## src/rtl/adc16dv160_output_common.sv

```systemverilog
// Shared definitions for the ADC16DV160 output emulator: modes, FSM states,
// LFSR constants and the DDR even/odd bit-split helper.
package adc16dv160_output_common;

  localparam logic [1:0] MODE_RAMP  = 2'd0;
  localparam logic [1:0] MODE_PULSE = 2'd1;
  localparam logic [1:0] MODE_CONST = 2'd2;

  typedef enum logic [2:0] {IDLE, PRE, PULSE, POST, DONE} state_t;

  localparam int unsigned       LFSR_W    = 16;
  localparam logic [LFSR_W-1:0] LFSR_SEED = 16'hACE1;
  // Right-shifting Galois form of x^16+x^14+x^13+x^11+1
  localparam logic [LFSR_W-1:0] LFSR_TAPS = 16'hB400;

  localparam int unsigned SPLIT_MAX_W = 64;

  typedef struct packed {
    logic [SPLIT_MAX_W/2-1:0] odd;
    logic [SPLIT_MAX_W/2-1:0] even;
  } ddr_split_t;

  // Even sample bits go to the rising-edge half, odd bits to the falling-edge half
  function automatic ddr_split_t ddr_split(input logic [SPLIT_MAX_W-1:0] s);
    ddr_split_t r;
    for (int i = 0; i < int'(SPLIT_MAX_W / 2); i++) begin
      r.even[i] = s[2*i];
      r.odd[i]  = s[2*i+1];
    end
    return r;
  endfunction

endpackage

```

## src/rtl/adc16dv160_output_lfsr.sv

```systemverilog
// 16-bit Galois LFSR noise source with advance enable and synchronous reseed.
module adc16dv160_output_lfsr
  import adc16dv160_output_common::*;
(
  input  logic              clk,
  input  logic              reset,
  input  logic              en,
  input  logic              reseed,
  output logic [LFSR_W-1:0] value
);

  always_ff @(posedge clk) begin
    if (reset || reseed) begin
      value <= LFSR_SEED;
    end else if (en) begin
      value <= (value >> 1) ^ (value[0] ? LFSR_TAPS : '0);
    end
  end

endmodule

```

## src/rtl/adc16dv160_output_emu.sv

```systemverilog
// ADC16DV160 data-source emulator: ramp / pulse / constant frames on a DDR-split bus.
// Optional sample noise is enabled by defining ADC16DV160_OUTPUT_NOISE_EN.
module adc16dv160_output_emu
  import adc16dv160_output_common::*;
#(
  parameter int unsigned DATA_W   = 16,
  parameter int unsigned CNT_W    = 32,
  parameter int unsigned FRAMES_W = 16
) (
  input  logic                clk,
  input  logic                reset,
  input  logic                start,
  input  logic                stop,
  input  logic [1:0]          mode,
  input  logic [DATA_W-1:0]   base_level,
  input  logic [DATA_W-1:0]   pulse_level,
  input  logic [CNT_W-1:0]    n_pre,
  input  logic [CNT_W-1:0]    n_pulse,
  input  logic [CNT_W-1:0]    n_post,
  input  logic [FRAMES_W-1:0] n_frames,
  output logic [DATA_W/2-1:0] d_rise,
  output logic [DATA_W/2-1:0] d_fall,
  output logic                d_valid,
  output logic                busy,
  output logic                done,
  output logic [FRAMES_W-1:0] frame_cnt
);

  localparam int unsigned HALF_W = DATA_W / 2;

  state_t              state, state_n, first_state_c;
  logic [CNT_W-1:0]    cnt, cnt_n, first_cnt_c;
  logic [CNT_W-1:0]    pre_sel_c, pulse_sel_c, post_sel_c;
  logic [FRAMES_W-1:0] frame_cnt_n;
  logic [DATA_W-1:0]   ramp, ramp_n;
  logic                start_ok_c, run_c, frame_end_c;

  logic [1:0]          cfg_mode;
  logic [DATA_W-1:0]   cfg_base, cfg_pulse;
  logic [CNT_W-1:0]    cfg_pre, cfg_npulse, cfg_post;
  logic [FRAMES_W-1:0] cfg_frames;

  logic [DATA_W-1:0]   level_c, noisy_c, sample_c;
  ddr_split_t          split_c;
  logic                unused_split;

  assign start_ok_c = (state == IDLE) && start;
  assign run_c      = (state == PRE) || (state == PULSE) || (state == POST);

  // Segment lengths come straight from the ports on the accepted start
  assign pre_sel_c   = (state == IDLE) ? n_pre   : cfg_pre;
  assign pulse_sel_c = (state == IDLE) ? n_pulse : cfg_npulse;
  assign post_sel_c  = (state == IDLE) ? n_post  : cfg_post;

  // First non-empty segment of a frame; an all-zero frame emits one POST sample
  always_comb begin : first_seg
    first_state_c = POST;
    first_cnt_c   = CNT_W'(1);
    if (pre_sel_c != '0) begin
      first_state_c = PRE;
      first_cnt_c   = pre_sel_c;
    end else if (pulse_sel_c != '0) begin
      first_state_c = PULSE;
      first_cnt_c   = pulse_sel_c;
    end else if (post_sel_c != '0) begin
      first_state_c = POST;
      first_cnt_c   = post_sel_c;
    end
  end

  always_comb begin : next_state
    state_n     = state;
    cnt_n       = cnt;
    frame_cnt_n = frame_cnt;
    ramp_n      = ramp;
    frame_end_c = 1'b0;
    case (state)
      IDLE: begin
        if (start) begin
          state_n     = first_state_c;
          cnt_n       = first_cnt_c;
          frame_cnt_n = '0;
          ramp_n      = '0;
        end
      end
      PRE, PULSE, POST: begin
        if (stop) begin
          state_n = DONE;
        end else begin
          if (cfg_mode == MODE_RAMP) begin
            ramp_n      = ramp + DATA_W'(1);
            frame_end_c = (ramp == '1);
          end else begin
            cnt_n = cnt - CNT_W'(1);
            if (cnt == CNT_W'(1)) begin
              if (state == PRE && cfg_npulse != '0) begin
                state_n = PULSE;
                cnt_n   = cfg_npulse;
              end else if (state != POST && cfg_post != '0) begin
                state_n = POST;
                cnt_n   = cfg_post;
              end else begin
                frame_end_c = 1'b1;
              end
            end
          end
          if (frame_end_c) begin
            if (frame_cnt != '1) frame_cnt_n = frame_cnt + FRAMES_W'(1);
            if (cfg_frames != '0 && (frame_cnt + FRAMES_W'(1)) == cfg_frames) begin
              state_n = DONE;
            end else begin
              state_n = first_state_c;
              cnt_n   = first_cnt_c;
            end
          end
        end
      end
      DONE:    state_n = IDLE;
      default: state_n = IDLE;
    endcase
  end

  always_ff @(posedge clk) begin : state_reg
    if (reset) begin
      state     <= IDLE;
      cnt       <= '0;
      frame_cnt <= '0;
      ramp      <= '0;
    end else begin
      state     <= state_n;
      cnt       <= cnt_n;
      frame_cnt <= frame_cnt_n;
      ramp      <= ramp_n;
    end
  end

  assign level_c = (state == PULSE && cfg_mode == MODE_PULSE) ? cfg_pulse : cfg_base;

`ifdef ADC16DV160_OUTPUT_NOISE_EN
  localparam int unsigned SUM_W = DATA_W + 2;

  logic [LFSR_W-1:0]       lfsr;
  logic signed [SUM_W-1:0] sum_c;
  logic                    unused_lfsr;

  adc16dv160_output_lfsr u_lfsr (
    .clk    (clk),
    .reset  (reset),
    .en     (run_c),
    .reseed (start_ok_c),
    .value  (lfsr)
  );

  assign unused_lfsr = ^lfsr[LFSR_W-1:4];
  assign sum_c       = $signed({2'b00, level_c}) + SUM_W'($signed(lfsr[3:0]));

  // Signed nibble offset, clamped to the unsigned sample range
  always_comb begin : noise_sat
    noisy_c = sum_c[DATA_W-1:0];
    if (sum_c[SUM_W-1])     noisy_c = '0;
    else if (sum_c[DATA_W]) noisy_c = '1;
  end
`else
  assign noisy_c = level_c;
`endif

  always_comb begin : sample_sel
    sample_c = cfg_base;
    case (cfg_mode)
      MODE_RAMP:              sample_c = run_c ? ramp : '0;
      MODE_PULSE, MODE_CONST: sample_c = run_c ? noisy_c : cfg_base;
      default:                sample_c = run_c ? noisy_c : cfg_base;
    endcase
  end

  assign split_c      = ddr_split(SPLIT_MAX_W'(sample_c));
  assign unused_split = ^split_c;

  always_ff @(posedge clk) begin : out_reg
    if (reset) begin
      cfg_mode   <= MODE_RAMP;
      cfg_base   <= '0;
      cfg_pulse  <= '0;
      cfg_pre    <= '0;
      cfg_npulse <= '0;
      cfg_post   <= '0;
      cfg_frames <= '0;
      busy       <= 1'b0;
      done       <= 1'b0;
      d_valid    <= 1'b0;
      d_rise     <= '0;
      d_fall     <= '0;
    end else begin
      if (start_ok_c) begin
        cfg_mode   <= mode;
        cfg_base   <= base_level;
        cfg_pulse  <= pulse_level;
        cfg_pre    <= n_pre;
        cfg_npulse <= n_pulse;
        cfg_post   <= n_post;
        cfg_frames <= n_frames;
      end
      busy    <= (state_n == PRE) || (state_n == PULSE) || (state_n == POST);
      done    <= (state_n == DONE);
      d_valid <= run_c;
      d_rise  <= split_c.even[HALF_W-1:0];
      d_fall  <= split_c.odd[HALF_W-1:0];
    end
  end

endmodule

```

## config.mk

```make
export PLATFORM = sky130hd
export DESIGN_NAME = adc16dv160_output_emu
export DESIGN_NICKNAME = d
export VERILOG_FILES = /design/src/rtl/adc16dv160_output_common.sv /design/src/rtl/adc16dv160_output_lfsr.sv /design/src/rtl/adc16dv160_output_emu.sv
export SDC_FILE = /design/constraint.sdc
export NUM_CORES = 1
export LEC_CHECK = 0
export CORE_MARGIN = 2
export CORE_UTILIZATION = 51
export CTS_BUF_LIST = sky130_fd_sc_hd__clkbuf_8
export DETAILED_ROUTE_END_ITERATION = 12
export GPL_TIMING_DRIVEN = 0
export PLACE_DENSITY_LB_ADDON = 0.12
export SKIP_CTS_REPAIR_TIMING = 1
export SLEW_MARGIN = 20
export SYNTH_ARGS = -nofsm -noshare
export SYNTH_HDL_FRONTEND = slang
export SYNTH_SLANG_ARGS = --single-unit
export TNS_END_PERCENT = 30
```

## constraint.sdc

```tcl
create_clock -name clk -period 2.8 [get_ports clk]
set_clock_uncertainty 0.05 [all_clocks]
set_input_delay 0.42 -clock clk [delete_from_list [all_inputs] [get_ports clk]]
set_output_delay 0.42 -clock clk [all_outputs]
set_load 0.05 [all_outputs]
```

======== Yosys cells after proc, flatten, opt, wreduce, memory -nomap -nowiden ========
Index checks and enable logic that the tools add are counted.
word-level totals
  register bits ........................... 232
  input port bits ......................... 150
  output and inout bits ................... 35
  logic and storage cells ................. 103
operators by class
  add/subtract/negate cells ............... 3
  eq/ne operators ......................... 18
  multiplexer cells ....................... 44
  reduce and logical (&&, ||, !) cells .... 22
operators by type and width
  operator                 number
  $mux W32                 14
  $mux W16                 10
  $reduce_bool A32 Y1      5
  $pmux W16 S2             2
  $pmux W32 S2             1
  $add A16 B1 Y16 const B  2
  $eq A32 B1 Y1 const B    1
  $sub A32 B1 Y32 const B  1
  $mux W3                  8
  $eq A16 B16 Y1           1
  $eq A16 B16 Y1 const B   1
  $ne A16 B16 Y1 const B   1
  $reduce_bool A16 Y1      1
  $eq A3 B2 Y1 const B     4
  $ne A2 B2 Y1 const B     5
  $mux W1                  7
  $eq A3 B1 Y1 const B     2
  $pmux W3 S2              1
  $logic_and A1 B1 Y1      5
  $reduce_and A5 Y1        1
  $logic_or A1 B1 Y1       4
  $reduce_and A4 Y1        1
  $eq A3 B3 Y1 const B     1
  $logic_not A3 Y1         1
  7 further kinds          7

======== Longest topological paths before layout ========
  word-level depth ........................ 14
  gate-level depth with buffers ........... 12
  depth with buffers taken out ............ 10

======== Worst setup path after synthesis ========
No wires, ideal clock.
  path type ............................... reg2reg
  from .................................... register frame_cnt[5]
  to ...................................... register cnt[18]
  setup time .............................. 0.152 ns
  arrival time ............................ 3.258 ns
  data required time ...................... 2.598 ns
  slack ................................... -0.660 ns
  cell stages (with the launch flop) ...... 12
  path buffers ............................ 3
  clock period less this slack ............ 3.460 ns
  path through ............................ dfxtp_1 -> buf_2 -> nand4_1 -> or4_1 -> clkbuf_1 -> or4b_1 -> a31oi_1 -> o2111ai_2 -> a21oi_4 -> clkbuf_1 -> o21bai_1 -> a311oi_2
between the ends
  longest elaborated chain between the ends .. 7
ends and longest elaborated chain
  what                    RTL line                      RTL
  from (decl)             adc16dv160_output_emu.sv:26   output logic [FRAMES_W-1:0] frame_cnt
  from (signal assigned)  adc16dv160_output_emu.sv:132  frame_cnt <= frame_cnt_n;
  $add A16 B1 Y16         adc16dv160_output_emu.sv:109  if (cfg_frames != '0 && (frame_cnt + FRAMES_W'(1)) == cfg_frames) begin
  $eq A16 B16 Y1          adc16dv160_output_emu.sv:109
  $logic_and A1 B1 Y1     adc16dv160_output_emu.sv:109
  $mux W32                adc16dv160_output_emu.sv:109
  $mux W32                adc16dv160_output_emu.sv:107  if (frame_end_c) begin
  $mux W32                adc16dv160_output_emu.sv:87   if (stop) begin
  $pmux W32 S2            adc16dv160_output_emu.sv:77   case (state)
  to (signal assigned)    adc16dv160_output_emu.sv:131  cnt <= cnt_n;
  to (decl)               adc16dv160_output_emu.sv:32   logic [CNT_W-1:0] cnt, cnt_n, first_cnt_c;
Every way passes these cells. The select of a mux whose other input is x is not followed.
A chain may end at the register's enable or synchronous reset.

======== Worst setup path after layout ========
  from .................................... register frame_cnt[0]
  to ...................................... register cnt[29]
The elaborated chain is that of the path after synthesis.

==> qor.csv <==
stage,metric,value,unit
run_status,status,"complete, but fails checks",
run_status,failing checks,setup timing,
hold_path,Hold Crit Depth,3,
timing,setup TNS,-20.04,ns
clock_network,Clock Sinks,232,
global_routing,initial antenna violation count,1,
clock_network,Clock Tree Buf Depth,3,
worst_setup_path,CP cell instances,nand4_1 > or4_4 > buf_6 > or4b_1 > a31oi_1 > o2111ai_2 > a21oi_4 > buf_4 > a311o_1 > a311oi_2,
synth,cells after synthesis,1675,
floorplan,Starting Density,52.1,%
hold_path,worst hold-check path type,in2reg,
floorplan,Die Y,162,um
worst_setup_path,CP max stage delay,0.62,ns
pwr,maximum VDD drop,0.559,mV
detailed_routing,first drt pass iteration count,6,
timing,Final min period,3.46,ns
synth,top-area cell type share of the netlist area,36.4,%
synth,Post-Syn Area,12800,um^2
worst_setup_path,CP endpoint kind,flip-flop,
timing,final hold viol count,0,
floorplan,die area,26300,um^2
synth,most frequent cell after synthesis,nand2_1,
pwr,leakage,6.04,nW
hold_path,hold endpoint,cfg_pulse[4]$_SDFFE_PP0P_,
cells_and_area,Layout Area Growth over Synthesis,29.6,%
timing,f_max,289,MHz
worst_setup_path,Crit Path Max Fanout,10,
floorplan,core area,24500,um^2
flow_run,max cap viols,0,
synth,"Top FF cell, synth",dfxtp_1,
synth,fraction of registers with async set/reset,0,%
worst_setup_path,Reg2Reg Depth,10,
detailed_routing,post-DR wirelength/cell,23.1,um
synth,most frequent cells after synthesis,"nand2_1, dfxtp_1, a21oi_1, clkbuf_1, nor2_1",
synth,flop and latch count out of synthesis,232,
timing,period utilisation layout,123,%
detailed_routing,vias per inst,6.38,
worst_setup_path,Critical Path RT,3.15,ns
detailed_routing,via count,14500,
timing,worst setup margin,-0.658,ns
worst_setup_path,crit path DAT,3.81,ns
synth,Synth area leaders,"dfxtp_1, nand2_1, a21oi_1",
clock_network,CTS root buf,clkbuf_8,
cells_and_area,Antenna Cells,0,
clock_network,worst skew pair latency,0.57,ns
detailed_routing,1st-iter DRT viols,1829,
timing,"Slew Viols, Final",0,
global_routing,GRT Util Overall,38.5,%
clock_network,CTS clock-pin slew for the worst setup and hold paths,0.06,ns
clock_network,TritonCTS clock tree,built,
clock_network,Num CTS Buffers,42,
synth,syn avg cell area,7.61,um^2
cells_and_area,final net count,2075,
floorplan,FP Rows,57,
synth,count of different cell masters after synthesis,79,
timing,Rel. slew slack,40.8,%
synth,sequential fraction of the synthesis area,36.4,%
floorplan,# IOs,185,
worst_setup_path,Critical R2R Capture,cnt[29]$_SDFFE_PP0P_,
detailed_routing,DRC,0,
synth,Syn Nets,1829,
timing,Slew @ Worst Pin,0.888,ns
global_routing,grt ovf,0,
global_routing,first-pass GRT wire length,77.6,mm
synth,"area leader, netlist",dfxtp_1,
detailed_routing,post-detailed-routing wire length,52.7,mm
worst_setup_path,FF-to-FF Start,frame_cnt[0]$_SDFFE_PP0P_,
worst_setup_path,crit path max-delay cell type,or4_4,
timing,WHS,0.359,ns
worst_setup_path,CP Class,reg2reg,
floorplan,Die X-Extent,162,um
hold_path,Hold Crit Start,pulse_level[4],
synth,yosys warns,0,
global_routing,vias in the first global route,13300,
cells_and_area,share of layout cells above drive strength 1,11.4,%
detailed_routing,Post-DRT Antenna Nets,0,
placement,count of buffers from port buffering,183,
placement,DPL Wire Length,39.3,mm
synth,Post-synth EDFFs,0,
placement,gpl congestion,1.04,
global_routing,pin count of the biggest net entering global routing,12,
pwr,pwr dens,566,nW/um^2
clock_network,H-tree depth,2,
timing,Final Setup Violations,94,
worst_setup_path,CP Launch Type,flip-flop,
timing,RSZ-0062 raised after global routing,true,
worst_setup_path,internal reg-to-reg setup slack,-0.66,ns
cells by family after synthesis:
group / count (synthesis) / share of synthesized area [%]
AND/OR/NAND/NOR: 714 / 25.5
AO/OA/AOI/OAI: 486 / 25.8
flip-flops: 232 / 36.4
buffers and inverters: 143 / 4.53
multiplexers: 63 / 4.95
XOR/XNOR: 33 / 2.38
adder cells (fa/ha/maj): 4 / 0.392
per-stage QoR:
stage / power [mW] / cells / cell area, um^2 / utilization [%] / worst slack (ns)
after floorplan: 4.76 / 1675 / 12800 / - / -0.271
after global placement: 5.54 / 2182 / 15100 / 61.6 / -1.05
final: 9.35 / 2279 / 16500 / 67.5 / -0.658
after global routing: 9.64 / 2279 / 16500 / 67.5 / -0.702
after detailed placement: 5.57 / 2182 / 15100 / 61.6 / -1.08
after CTS: 9.19 / 2260 / 16000 / 65.6 / -0.935
power by group:
group	total (mW)	switching, mW	internal, mW
Sequential	3.74	0.245	3.50
Combinational	1.93	1.19	0.740
Clock	3.68	1.54	2.14
Total	9.35	2.97	6.38
layout make-up:
| cell class | count | area [um^2] |
|---|---|---|
| fill | 2133 | 7940 |
| multi-input combinational | 1300 | 7770 |
| sequential | 232 | 4690 |
| timing repair buffer | 209 | 2070 |
| clock buffer | 58 | 798 |
| buffer | 128 | 584 |
| tap | 324 | 405 |
| clock inverter | 20 | 181 |
| inverter | 8 | 30.0 |
worst max-delay path by stage:
stage	from	end	slack [ns]
3_5_place_dp	n_pre[17]	cnt[8]$_SDFFE_PP0P_	-1.08
5_1_grt	frame_cnt[0]$_SDFFE_PP0P_	cnt[29]$_SDFFE_PP0P_	-0.70
4_1_cts	cnt[4]$_SDFFE_PP0P_	cnt[24]$_SDFFE_PP0P_	-0.93
2_1_floorplan	frame_cnt[3]$_SDFFE_PP0P_	cnt[0]$_SDFFE_PP0P_	-0.27
3_3_place_gp	n_pre[31]	cnt[14]$_SDFFE_PP0P_	-1.05
6_report	frame_cnt[0]$_SDFFE_PP0P_	cnt[29]$_SDFFE_PP0P_	-0.66
placed cells by master, fill, tap and decap left out, types with 32 or more instances in the layout:
| master | count |
|---|---|
| nand3_1 | 32 |
| mux2i_1 | 62 |
| clkbuf_1 | 85 |
| clkdlybuf4s50_1 | 183 |
| nor4_1 | 59 |
| a21oi_1 | 210 |
| a211oi_1 | 50 |
| nor2_1 | 93 |
| clkbuf_8 | 59 |
| nand2_1 | 390 |
| dfxtp_1 | 217 |
critical path: cells and delay by family, from the launching register on:
family          cells  cell delay [ns]
flops               1             0.38
simple gates        3             1.34
compound gates      5             1.13
buf+inv             2             0.39
metal layers:
metal | up-vias | wire length, um | track usage [%]
met5 | - | 71 | 1.89
li1 | 6626 | - | -
met2 | 971 | 21900 | 55.6
met3 | 145 | 7440 | 14.1
met4 | 4 | 1910 | 13.9
met1 | 6801 | 21300 | 52.5
Power figures use the tool's default switching activity.
